File: src/rtl/nw_char_pkg.sv
// Shared character-path definitions: 3-bit system codes, ASCII bytes and the
// buffered entry / TX state types used by the alignment-result encoder.
package nw_char_pkg;

  localparam logic [2:0] CODE_GAP = 3'b000;
  localparam logic [2:0] CODE_G   = 3'b001;
  localparam logic [2:0] CODE_INV = 3'b010;
  localparam logic [2:0] CODE_T   = 3'b011;
  localparam logic [2:0] CODE_A   = 3'b100;
  localparam logic [2:0] CODE_C   = 3'b110;

  localparam logic [7:0] ASCII_G   = 8'h47;
  localparam logic [7:0] ASCII_C   = 8'h43;
  localparam logic [7:0] ASCII_A   = 8'h41;
  localparam logic [7:0] ASCII_T   = 8'h54;
  localparam logic [7:0] ASCII_INV = 8'h23;
  localparam logic [7:0] ASCII_GAP = 8'h2D;
  localparam logic [7:0] ASCII_UNK = 8'h3F;
  localparam logic [7:0] ASCII_CR  = 8'h0D;
  localparam logic [7:0] ASCII_LF  = 8'h0A;

  // One buffered input: the code plus its end-of-line marker.
  typedef struct packed {
    logic       last;
    logic [2:0] code;
  } code_entry_t;

  typedef enum logic [1:0] {
    ST_IDLE    = 2'd0,
    ST_SEND_CR = 2'd1,
    ST_SEND_LF = 2'd2
  } tx_state_t;

endpackage

File: src/rtl/cod_out_if.sv
// Bus bundle for cod_out: code input handshake, UART TX write port, status.
// Handshake: a code transfers on a rising edge where char_valid && char_ready;
// a byte is written to the UART TX FIFO on each edge where wr_uart is high.
interface cod_out_if #(
  parameter int N = 8
) ();
  import nw_char_pkg::*;

  logic [2:0]   char_in;
  logic         char_valid;
  logic         char_last;
  logic         char_ready;
  logic         tx_full;
  logic         wr_uart;
  logic [N-1:0] w_data;
  logic         busy;
  tx_state_t    dbg_state;

  modport slave (
    input  char_in,
    input  char_valid,
    input  char_last,
    input  tx_full,
    output char_ready,
    output wr_uart,
    output w_data,
    output busy,
    output dbg_state
  );

  modport master (
    output char_in,
    output char_valid,
    output char_last,
    output tx_full,
    input  char_ready,
    input  wr_uart,
    input  w_data,
    input  busy,
    input  dbg_state
  );

endinterface

File: src/rtl/code_fifo.sv
// Small synchronous FIFO holding {last, code} entries ahead of the TX encoder.
// DEPTH must be a power of two (pointers wrap by natural overflow).
module code_fifo #(
  parameter int WIDTH = 4,
  parameter int DEPTH = 4,
  localparam int AW = $clog2(DEPTH),
  localparam int CW = $clog2(DEPTH) + 1
) (
  input  logic             clk,
  input  logic             rst_n,
  input  logic             push,
  input  logic             pop,
  input  logic [WIDTH-1:0] din,
  output logic [WIDTH-1:0] dout,
  output logic             full,
  output logic             empty,
  output logic [CW-1:0]    count
);

  logic [WIDTH-1:0] r_mem [DEPTH];
  logic [AW-1:0]    r_wr_ptr;
  logic [AW-1:0]    r_rd_ptr;
  logic [CW-1:0]    r_count;
  logic             w_push_ok;
  logic             w_pop_ok;

  // Guard against an upstream that ignores full/empty; state stays consistent.
  assign w_push_ok = push && !full;
  assign w_pop_ok  = pop && !empty;

  assign full  = (r_count == CW'(DEPTH));
  assign empty = (r_count == '0);
  assign count = r_count;
  assign dout  = r_mem[r_rd_ptr];

  always_ff @(posedge clk) begin
    if (w_push_ok) begin
      r_mem[r_wr_ptr] <= din;
    end
  end

  always_ff @(posedge clk or negedge rst_n) begin
    if (!rst_n) begin
      r_wr_ptr <= '0;
      r_rd_ptr <= '0;
      r_count  <= '0;
    end else begin
      if (w_push_ok) begin
        r_wr_ptr <= r_wr_ptr + AW'(1);
      end
      if (w_pop_ok) begin
        r_rd_ptr <= r_rd_ptr + AW'(1);
      end
      case ({w_push_ok, w_pop_ok})
        2'b10:   r_count <= r_count + CW'(1);
        2'b01:   r_count <= r_count - CW'(1);
        default: r_count <= r_count;
      endcase
    end
  end

endmodule

File: src/rtl/cod_out.sv
// Alignment-result encoder: buffers 3-bit system codes, maps them to ASCII and
// writes them to the UART TX FIFO, closing each line with CR LF.
module cod_out
  import nw_char_pkg::*;
#(
  parameter int N     = 8,
  parameter int DEPTH = 4
) (
  input  logic      clk,
  input  logic      rst_n,
  cod_out_if.slave  io
);

  localparam int CW = $clog2(DEPTH) + 1;

  code_entry_t   w_din;
  code_entry_t   w_head;
  logic          w_full;
  logic          w_empty;
  logic [CW-1:0] w_count;
  logic          w_ready;
  logic          w_push;
  logic          w_pop;

  tx_state_t     r_state;
  tx_state_t     w_state_nxt;
  logic          r_wr_uart;
  logic          w_wr_nxt;
  logic [N-1:0]  r_w_data;
  logic [N-1:0]  w_data_nxt;

  function automatic logic [7:0] code_to_ascii(input logic [2:0] code);
    case (code)
      CODE_G:   return ASCII_G;
      CODE_C:   return ASCII_C;
      CODE_A:   return ASCII_A;
      CODE_T:   return ASCII_T;
      CODE_INV: return ASCII_INV;
      CODE_GAP: return ASCII_GAP;
      default:  return ASCII_UNK;
    endcase
  endfunction

  assign w_din  = '{last: io.char_last, code: io.char_in};
  assign w_ready = !w_full;
  assign w_push  = io.char_valid && w_ready;

  code_fifo #(
    .WIDTH ($bits(code_entry_t)),
    .DEPTH (DEPTH)
  ) u_fifo (
    .clk   (clk),
    .rst_n (rst_n),
    .push  (w_push),
    .pop   (w_pop),
    .din   (w_din),
    .dout  (w_head),
    .full  (w_full),
    .empty (w_empty),
    .count (w_count)
  );

  // Emit decision uses tx_full of the current cycle; the byte and strobe are
  // registered so the UART FIFO sees them one edge later.
  always_comb begin
    w_state_nxt = r_state;
    w_wr_nxt    = 1'b0;
    w_data_nxt  = r_w_data;
    w_pop       = 1'b0;
    case (r_state)
      ST_IDLE: begin
        if (!w_empty && !io.tx_full) begin
          w_pop      = 1'b1;
          w_wr_nxt   = 1'b1;
          w_data_nxt = N'(code_to_ascii(w_head.code));
          if (w_head.last) begin
            w_state_nxt = ST_SEND_CR;
          end
        end
      end
      ST_SEND_CR: begin
        if (!io.tx_full) begin
          w_wr_nxt    = 1'b1;
          w_data_nxt  = N'(ASCII_CR);
          w_state_nxt = ST_SEND_LF;
        end
      end
      ST_SEND_LF: begin
        if (!io.tx_full) begin
          w_wr_nxt    = 1'b1;
          w_data_nxt  = N'(ASCII_LF);
          w_state_nxt = ST_IDLE;
        end
      end
      default: begin
        w_state_nxt = ST_IDLE;
      end
    endcase
  end

  always_ff @(posedge clk or negedge rst_n) begin
    if (!rst_n) begin
      r_state   <= ST_IDLE;
      r_wr_uart <= 1'b0;
      r_w_data  <= '0;
    end else begin
      r_state   <= w_state_nxt;
      r_wr_uart <= w_wr_nxt;
      r_w_data  <= w_data_nxt;
    end
  end

  assign io.char_ready = w_ready;
  assign io.wr_uart    = r_wr_uart;
  assign io.w_data     = r_w_data;
  assign io.busy       = (w_count != '0) || (r_state != ST_IDLE) || r_wr_uart;
  assign io.dbg_state  = r_state;

endmodule

File: src/flat_wrapper.sv
// flat-port wrapper written by rule: the top's interface ports become plain ports
module cod_out_flat import nw_char_pkg::*;
#(
  parameter int N     = 8,
  parameter int DEPTH = 4
)
  (clk, rst_n, io_char_in, io_char_valid, io_char_last, io_tx_full, io_char_ready, io_wr_uart, io_w_data, io_busy, io_dbg_state);
  cod_out_if #(.N(N)) io_i ();
  input  logic clk;
  input  logic rst_n;
  input wire logic [$bits(io_i.char_in)-1:0] io_char_in;
  input wire logic [$bits(io_i.char_valid)-1:0] io_char_valid;
  input wire logic [$bits(io_i.char_last)-1:0] io_char_last;
  input wire logic [$bits(io_i.tx_full)-1:0] io_tx_full;
  output wire logic [$bits(io_i.char_ready)-1:0] io_char_ready;
  output wire logic [$bits(io_i.wr_uart)-1:0] io_wr_uart;
  output wire logic [$bits(io_i.w_data)-1:0] io_w_data;
  output wire logic [$bits(io_i.busy)-1:0] io_busy;
  output wire logic [$bits(io_i.dbg_state)-1:0] io_dbg_state;
  assign io_i.char_in = io_char_in;
  assign io_i.char_valid = io_char_valid;
  assign io_i.char_last = io_char_last;
  assign io_i.tx_full = io_tx_full;
  assign io_char_ready = io_i.char_ready;
  assign io_wr_uart = io_i.wr_uart;
  assign io_w_data = io_i.w_data;
  assign io_busy = io_i.busy;
  assign io_dbg_state = io_i.dbg_state;
  cod_out #(.N(N), .DEPTH(DEPTH)) u_core (.clk(clk), .rst_n(rst_n), .io(io_i));
endmodule
File: config.mk
export PLATFORM = sky130hd
export DESIGN_NAME = cod_out_flat
export DESIGN_NICKNAME = d
export VERILOG_FILES = /design/src/rtl/nw_char_pkg.sv /design/src/rtl/cod_out_if.sv /design/src/rtl/code_fifo.sv /design/src/rtl/cod_out.sv /design/src/flat_wrapper.sv
export SDC_FILE = /design/constraint.sdc
export NUM_CORES = 1
export LEC_CHECK = 0
export CAP_MARGIN = 30
export CORE_UTILIZATION = 46
export CTS_BUF_LIST = sky130_fd_sc_hd__clkbuf_4 sky130_fd_sc_hd__clkbuf_8
export CTS_CLUSTER_DIAMETER = 40
export DETAILED_ROUTE_END_ITERATION = 7
export DONT_BUFFER_PORTS = 1
export SYNTH_ARGS = -nofsm -noshare
export SYNTH_HDL_FRONTEND = slang
export SYNTH_HIERARCHICAL = 1
export SYNTH_SLANG_ARGS = --single-unit
export TNS_END_PERCENT = 1
File: constraint.sdc
create_clock -name clk -period 2.9 [get_ports clk]
set_input_delay 0.435 -clock clk [delete_from_list [all_inputs] [get_ports clk]]
set_output_delay 0.435 -clock clk [all_outputs]
set_load 0.01 [all_outputs]
# Word-level counts from Yosys, hierarchy flattened
# Memories as Yosys holds them, arrays and structs flattened.
# Index checks and enable logic that the tools add are counted.
dict set report classes {
  eq_ne 14
  add_sub_neg 4
  n_mux 17
  reduce_logical 19
}
# operator n
set op_table {}
lappend op_table {{one-hot mux 7 bit (6 select lines)} 1}
lappend op_table {{2-to-1 mux 8 bit} 3}
lappend op_table {{one-hot mux 8 bit (3 select lines)} 1}
lappend op_table {{== test 3 bit (second input constant)} 3}
lappend op_table {{2-to-1 mux 2 bit} 4}
lappend op_table {{AND reduction 4 bit} 2}
lappend op_table {{== test 3 x 2 -> 1 bit (second input constant)} 2}
lappend op_table {{logical NOT 3 bit} 2}
lappend op_table {{inequality test 2 bit (second input constant)} 3}
lappend op_table {{one-hot mux 2 bit (3 select lines)} 1}
lappend op_table {{one-hot mux 3 bit (2 select lines)} 1}
lappend op_table {{nonzero test 3 bit} 2}
lappend op_table {{2-to-1 mux 1 bit} 5}
lappend op_table {{adder 2 x 1 -> 2 bit (second input constant)} 2}
lappend op_table {{== test 2 x 1 -> 1 bit (second input constant)} 2}
lappend op_table {{== test 2 bit (second input constant)} 2}
lappend op_table {{logical AND 1 bit} 4}
lappend op_table {{nonzero test 2 bit} 2}
lappend op_table {{adder 3 x 1 -> 3 bit (second input constant)} 1}
lappend op_table {{== test 3 x 1 -> 1 bit (second input constant)} 1}
lappend op_table {{logical NOT 1 bit} 3}
lappend op_table {{subtractor 3 x 1 -> 3 bit (second input constant)} 1}
lappend op_table {{logical NOT 2 bit} 1}
lappend op_table {{logical OR 1 bit} 2}
lappend op_table {{other kinds (3)} 3}
dict set report totals {
  ff_bits 18
  word_cells 61
  out_inout_bits 13
  ramBits 16
  n_memories 1
  inputBits 8
}
# memory depth width rd rd_clocked_by_memory_dff write_ports line
set memory_table {}
lappend memory_table {u_core.u_fifo.r_mem 4 4 1 0 1 code_fifo.sv:20} ;# logic [WIDTH-1:0] r_mem [DEPTH];

# Depth between registers and ports, before layout
dict set report depth {
  word_depth 8
  mapped_depth 10
  ltp_nobuf 10
}

# Modules after synthesis
# The synthesis kept the hierarchy.
# module seq_area_each_um2 area_each_um2 cells_each instances
set modules_own_cells {}
lappend modules_own_cells {code_fifo 655.6 1016.0 59 1}
lappend modules_own_cells {cod_out 250.2 666.9 63 1}

# Worst setup path before layout
# Ideal clock, no wire load.
dict set report synth_path {
  path_kind {register -> register}
  start {register u_core.r_state[0], in the netlist u_core/io.dbg_state[0]}
  end {register u_core.u_fifo.r_count[2], in the netlist u_core/u_fifo/count[2]}
  setup_ps 79
  path_buffers 0
  required_ps 2821
  arrival_time_ps 1996
  setup_slack_ps 825
  path_stages_with_launch 11
  period_less_slack_ps 2075
  cell_sequence {dfrtp_1 -> inv_1 -> ha_1 -> and2_1 -> o31a_2 -> ha_1 -> inv_1 -> fa_1 -> xor2_1 -> nor2_1 -> xor2_1}
}
dict set report synth_between {
  elab_chain_cells 5
  word_cells_on_any_way 7
  classes_between {2 x eq/ne; 2 x mux; 3 x reduce/logical}
}
# item line
set synth_lines {}
lappend synth_lines {{start, declared} cod_out.sv:25} ;# tx_state_t r_state;
lappend synth_lines {{start signal, assigned} cod_out.sv:107} ;# r_state <= w_state_nxt;
lappend synth_lines {{logical NOT 2 bit *} cod_out.sv:70} ;# case (r_state)
lappend synth_lines {{2-to-1 mux 1 bit *} cod_out.sv:70}
lappend synth_lines {{via u_core.w_pop} cod_out.sv:23} ;# logic w_pop;
lappend synth_lines {{logical AND 1 bit *} code_fifo.sv:29} ;# assign w_pop_ok = pop && !empty;
lappend synth_lines {{via u_core.u_fifo.w_pop_ok} code_fifo.sv:25} ;# logic w_pop_ok;
lappend synth_lines {{== test 2 x 1 -> 1 bit or == test 2 bit (tied branches)} code_fifo.sv:54} ;# case ({w_push_ok, w_pop_ok})
lappend synth_lines {{one-hot mux 3 bit (2 select lines) or nonzero test 2 bit (tied branches)} n/a}
lappend synth_lines {{end signal, assigned} code_fifo.sv:55} ;# 2'b10: r_count <= r_count + CW'(1);
lappend synth_lines {{end signal, assigned} code_fifo.sv:56} ;# 2'b01: r_count <= r_count - CW'(1);
lappend synth_lines {{end signal, assigned} code_fifo.sv:57} ;# default: r_count <= r_count;
lappend synth_lines {{end, declared} code_fifo.sv:23} ;# logic [CW-1:0] r_count;
# The timed path passes the listed nets; every way through them passes the cells marked *.
# A chain may end at the register's enable or synchronous reset.

# Worst setup path in the final report
# Ends and elaborated chain as after synthesis.

==> results_dict.tcl <==
set metrics [dict create \
    fmax_ghz 0.445 \
    async_reset_ff_share_pct 51.5 \
    cts_tree "done" \
    hold_start "io_char_in[1]" \
    p_comb_share_pct 45.5 \
    multi_input_comb_area_um2 716 \
    grt_first_pass_wirelength_mm 4.22 \
    clock-sinks 33 \
    nNetsFinal 149 \
    synth_area_leaders "edfxtp_1, dfrtp_1, ha_1" \
    hpwl_mm 1.82 \
    syn2layout_area_growth_pct 6.84 \
    grt_overflow 0 \
    hold_end "u_core/u_fifo/r_mem[0][1]" \
    drt_iter0_markers 33 \
    fp.dieH_um 62.5 \
    num-fill-cells 317 \
    insertedDiodeCount 0 \
    reg2regPathDepth 10 \
    cp_data_required_time_ns 3.15 \
    cts.clk_slew.worst_paths_ns 0.10 \
    h-tree-depth 2 \
    rsz0062_at_grt "false" \
    relSlewSlack_pct 48.0 \
    start_util_pct 49.3 \
    syn-num-nets 143 \
    cts_hold_buffers 1 \
    rows 21 \
    avgSynthCellArea_um2 13.8 \
    final_util_pct 52.6 \
    min_period_ns 2.25 \
    min_path_cells 0 \
    p_int_uw 1280 \
    cap_viol_max_count 0 \
    hold_ws_ns 0.200 \
    postRouteAntennaNets 0 \
    routed_via_density 5.04 \
    clkLatencyLatePin_ns 0.32 \
    drc 0 \
    tightest_slew_ns 0.778 \
    grtUsageTotal_pct 14.6 \
    regToRegSetupSlack_ns 0.65 \
    hp-class "input pin to flop" \
    period_share_pct 77.5 \
    yosys_warnings 6 \
    syn_inst 122 \
    path_class "flop to flop" \
    cpPeakStageDelay_ns 0.47 \
    dpl.cell_count 166 \
    swShare_pct 37.0 \
    firstDrtPassIters 4 \
    power.leakage_uw 0.000735 \
    cts_buffers 5 \
    cts_buffer_depth 2 \
    yosysUniqueCellTypes 38 \
    die_w_um 62.5 \
    p_per_area_nw_per_um2 1130 \
    yosysTopAreaCellShare_pct 28.6 \
    num_io_pins 21 \
    timing.rr.end "u_core/u_fifo/count[2]" \
    grt_max_degree 18 \
    fin_worst_skew_ns 0.00888 \
    clock_power_share_pct 12.8 \
    slew_viol_final 0 \
    netlist_area_um2 1680 \
    root_buffer "clkbuf_4" \
    drive_gt1_share_pct 23.3 \
    ys_seq_area_share_pct 53.8 \
    port_buffers 0 \
    cts_setup_buffers 0 \
    path_max_fanout 5 \
    ctsResizeCount 0 \
    place_congestion 0.701 \
    crit_path_end_kind "flop" \
    antenna_found_initial 0 \
    grt_pass1_vias 942 \
    finalSetupViolCount 0 \
    vias 882 \
    core_um2 3420 \
    path_delay_family "adder cells" \
    peakVddDrop_v 0.000491 \
    layout.cells.non_filler 175 \
    cp_data_arrival_time_ns 2.50 \
    seq_power_share_pct 41.6 \
    synth-edff-count 16 \
    finalSetupTns_ns 0 \
    startpoint_type "flop" \
    yosys.area.top_type "edfxtp_1" \
    final-seq-area_um2 906 \
    synth_seq_cells 33 \
    synthTopCellsByCount "dfrtp_1, edfxtp_1, inv_1, ha_1, mux2_2" \
    hold_viol 0 \
    cp_slowest_cell "dfrtp_1" \
    synth_flop_cell "dfrtp_1" \
    die_area_um2 3900 \
    p_switching_uw 753 \
    wire_per_inst_um 13.6 \
    post-synth-top-count-cell "dfrtp_1" \
    outcome "finished clean" \
    routed_wl_mm 2.38 \
    path_buf_inv 2 \
    r2r-start "u_core/io.dbg_state[0]" \
    path_cells "inv_1 -> ha_1 -> and2_1 -> o31a_2 -> ha_1 -> inv_1 -> fa_1 -> xor2_1 -> nor2_1 -> xor2_1" \
]
==> cell type report <==
type / instances / area share [%]
inverters: 13 / 2.71
well taps: 46 / 3.20
clock buffers: 8 / 3.34
flip-flops and latches: 33 / 50.4
multi-input cells: 74 / 39.8
repair buffers: 1 / 0.557
==> worst max-delay path by stage <==
| stage | cells past startpoint | from | endpoint |
|---|---|---|---|
| after global routing | 10 | u_core/io.dbg_state[0] | u_core/u_fifo/count[2] |
| after floorplan | 10 | u_core/io.dbg_state[0] | u_core/u_fifo/count[2] |
| final | 10 | u_core/io.dbg_state[0] | u_core/u_fifo/count[2] |
| after detailed placement | 10 | u_core/io.dbg_state[0] | u_core/u_fifo/count[2] |
| after global placement | 10 | u_core/io.dbg_state[0] | u_core/u_fifo/count[2] |
| after CTS | 10 | u_core/io.dbg_state[0] | u_core/u_fifo/count[2] |
==> cells by family after synthesis <==
group,after synthesis,synth area share [%]
flops,33,53.8
simple gates,28,11.5
buf+inv,15,3.64
fa+ha+maj,13,10.1
compound gates,13,6.02
mux,13,11.6
xor+xnor,6,3.12
other cells,1,0.223
==> layer usage <==
metal  global-route usage [%]  part of all wire, %  vias up
met5                        0                    0        -
met4                     6.98                  1.5        0
met3                     5.47                  4.3        4
met2                     24.0                   50       17
met1                     16.6                   45      421
li1                         -                    -      440
==> registers in the layout, indices dropped and copies added (netlist names) <==
name                    flops
u_core/io.wr_uart           1
u_core/u_fifo/r_wr_ptr      2
u_core/u_fifo/r_rd_ptr      2
u_core/io.w_data            7
u_core/io.dbg_state         2
u_core/u_fifo/r_mem        16
u_core/u_fifo/count         3
==> worst register-to-register path: stages, from the launching register on <==
cell and delay (ns):
dfrtp_1 0.47, inv_1 0.14, ha_1 0.24, and2_1 0.15, o31a_2 0.16, ha_1 0.18
inv_1 0.06, fa_1 0.37, xor2_1 0.15, nor2_1 0.11, xor2_1 0.14
==> cells in the final DEF, fill, tap and decap left out, drive strengths merged, types with 2 or more instances in the layout <==
| cell | Yosys | final |
|---|---|---|
| dfrtp | 17 | 17 |
| nor2 | 5 | 5 |
| clkbuf | 0 | 8 |
| nand2 | 3 | 3 |
| inv | 13 | 13 |
| o21a | 2 | 2 |
| a21oi | 2 | 2 |
| xnor2 | 3 | 3 |
| ha | 12 | 12 |
| mux4 | 4 | 4 |
| edfxtp | 16 | 16 |
| nor3 | 3 | 3 |
| and2 | 5 | 5 |
| nor2b | 4 | 4 |
| nand2b | 2 | 2 |
| mux2 | 9 | 9 |
| o31ai | 3 | 3 |
| xor2 | 3 | 3 |
==> power by group through the flow <==
stage | sequential, µW | clock [µW] | combinational, µW
finish | 847 | 261 | 926
global route | 879 | 290 | 1070
CTS | 854 | 276 | 947
detailed placement | 863 | 0 | 935
global placement | 857 | 0 | 927
floorplan | 804 | 0 | 817
==> per-stage QoR <==
step,setup slack (ns),area (µm²),total power [µW]
after global placement,0.714,1730,1780
final,0.651,1800,2030
after global routing,0.494,1800,2240
after CTS,0.630,1800,2080
after detailed placement,0.647,1730,1800
after floorplan,0.825,1680,1620
Note: power is estimated with default switching activity, not from simulation.
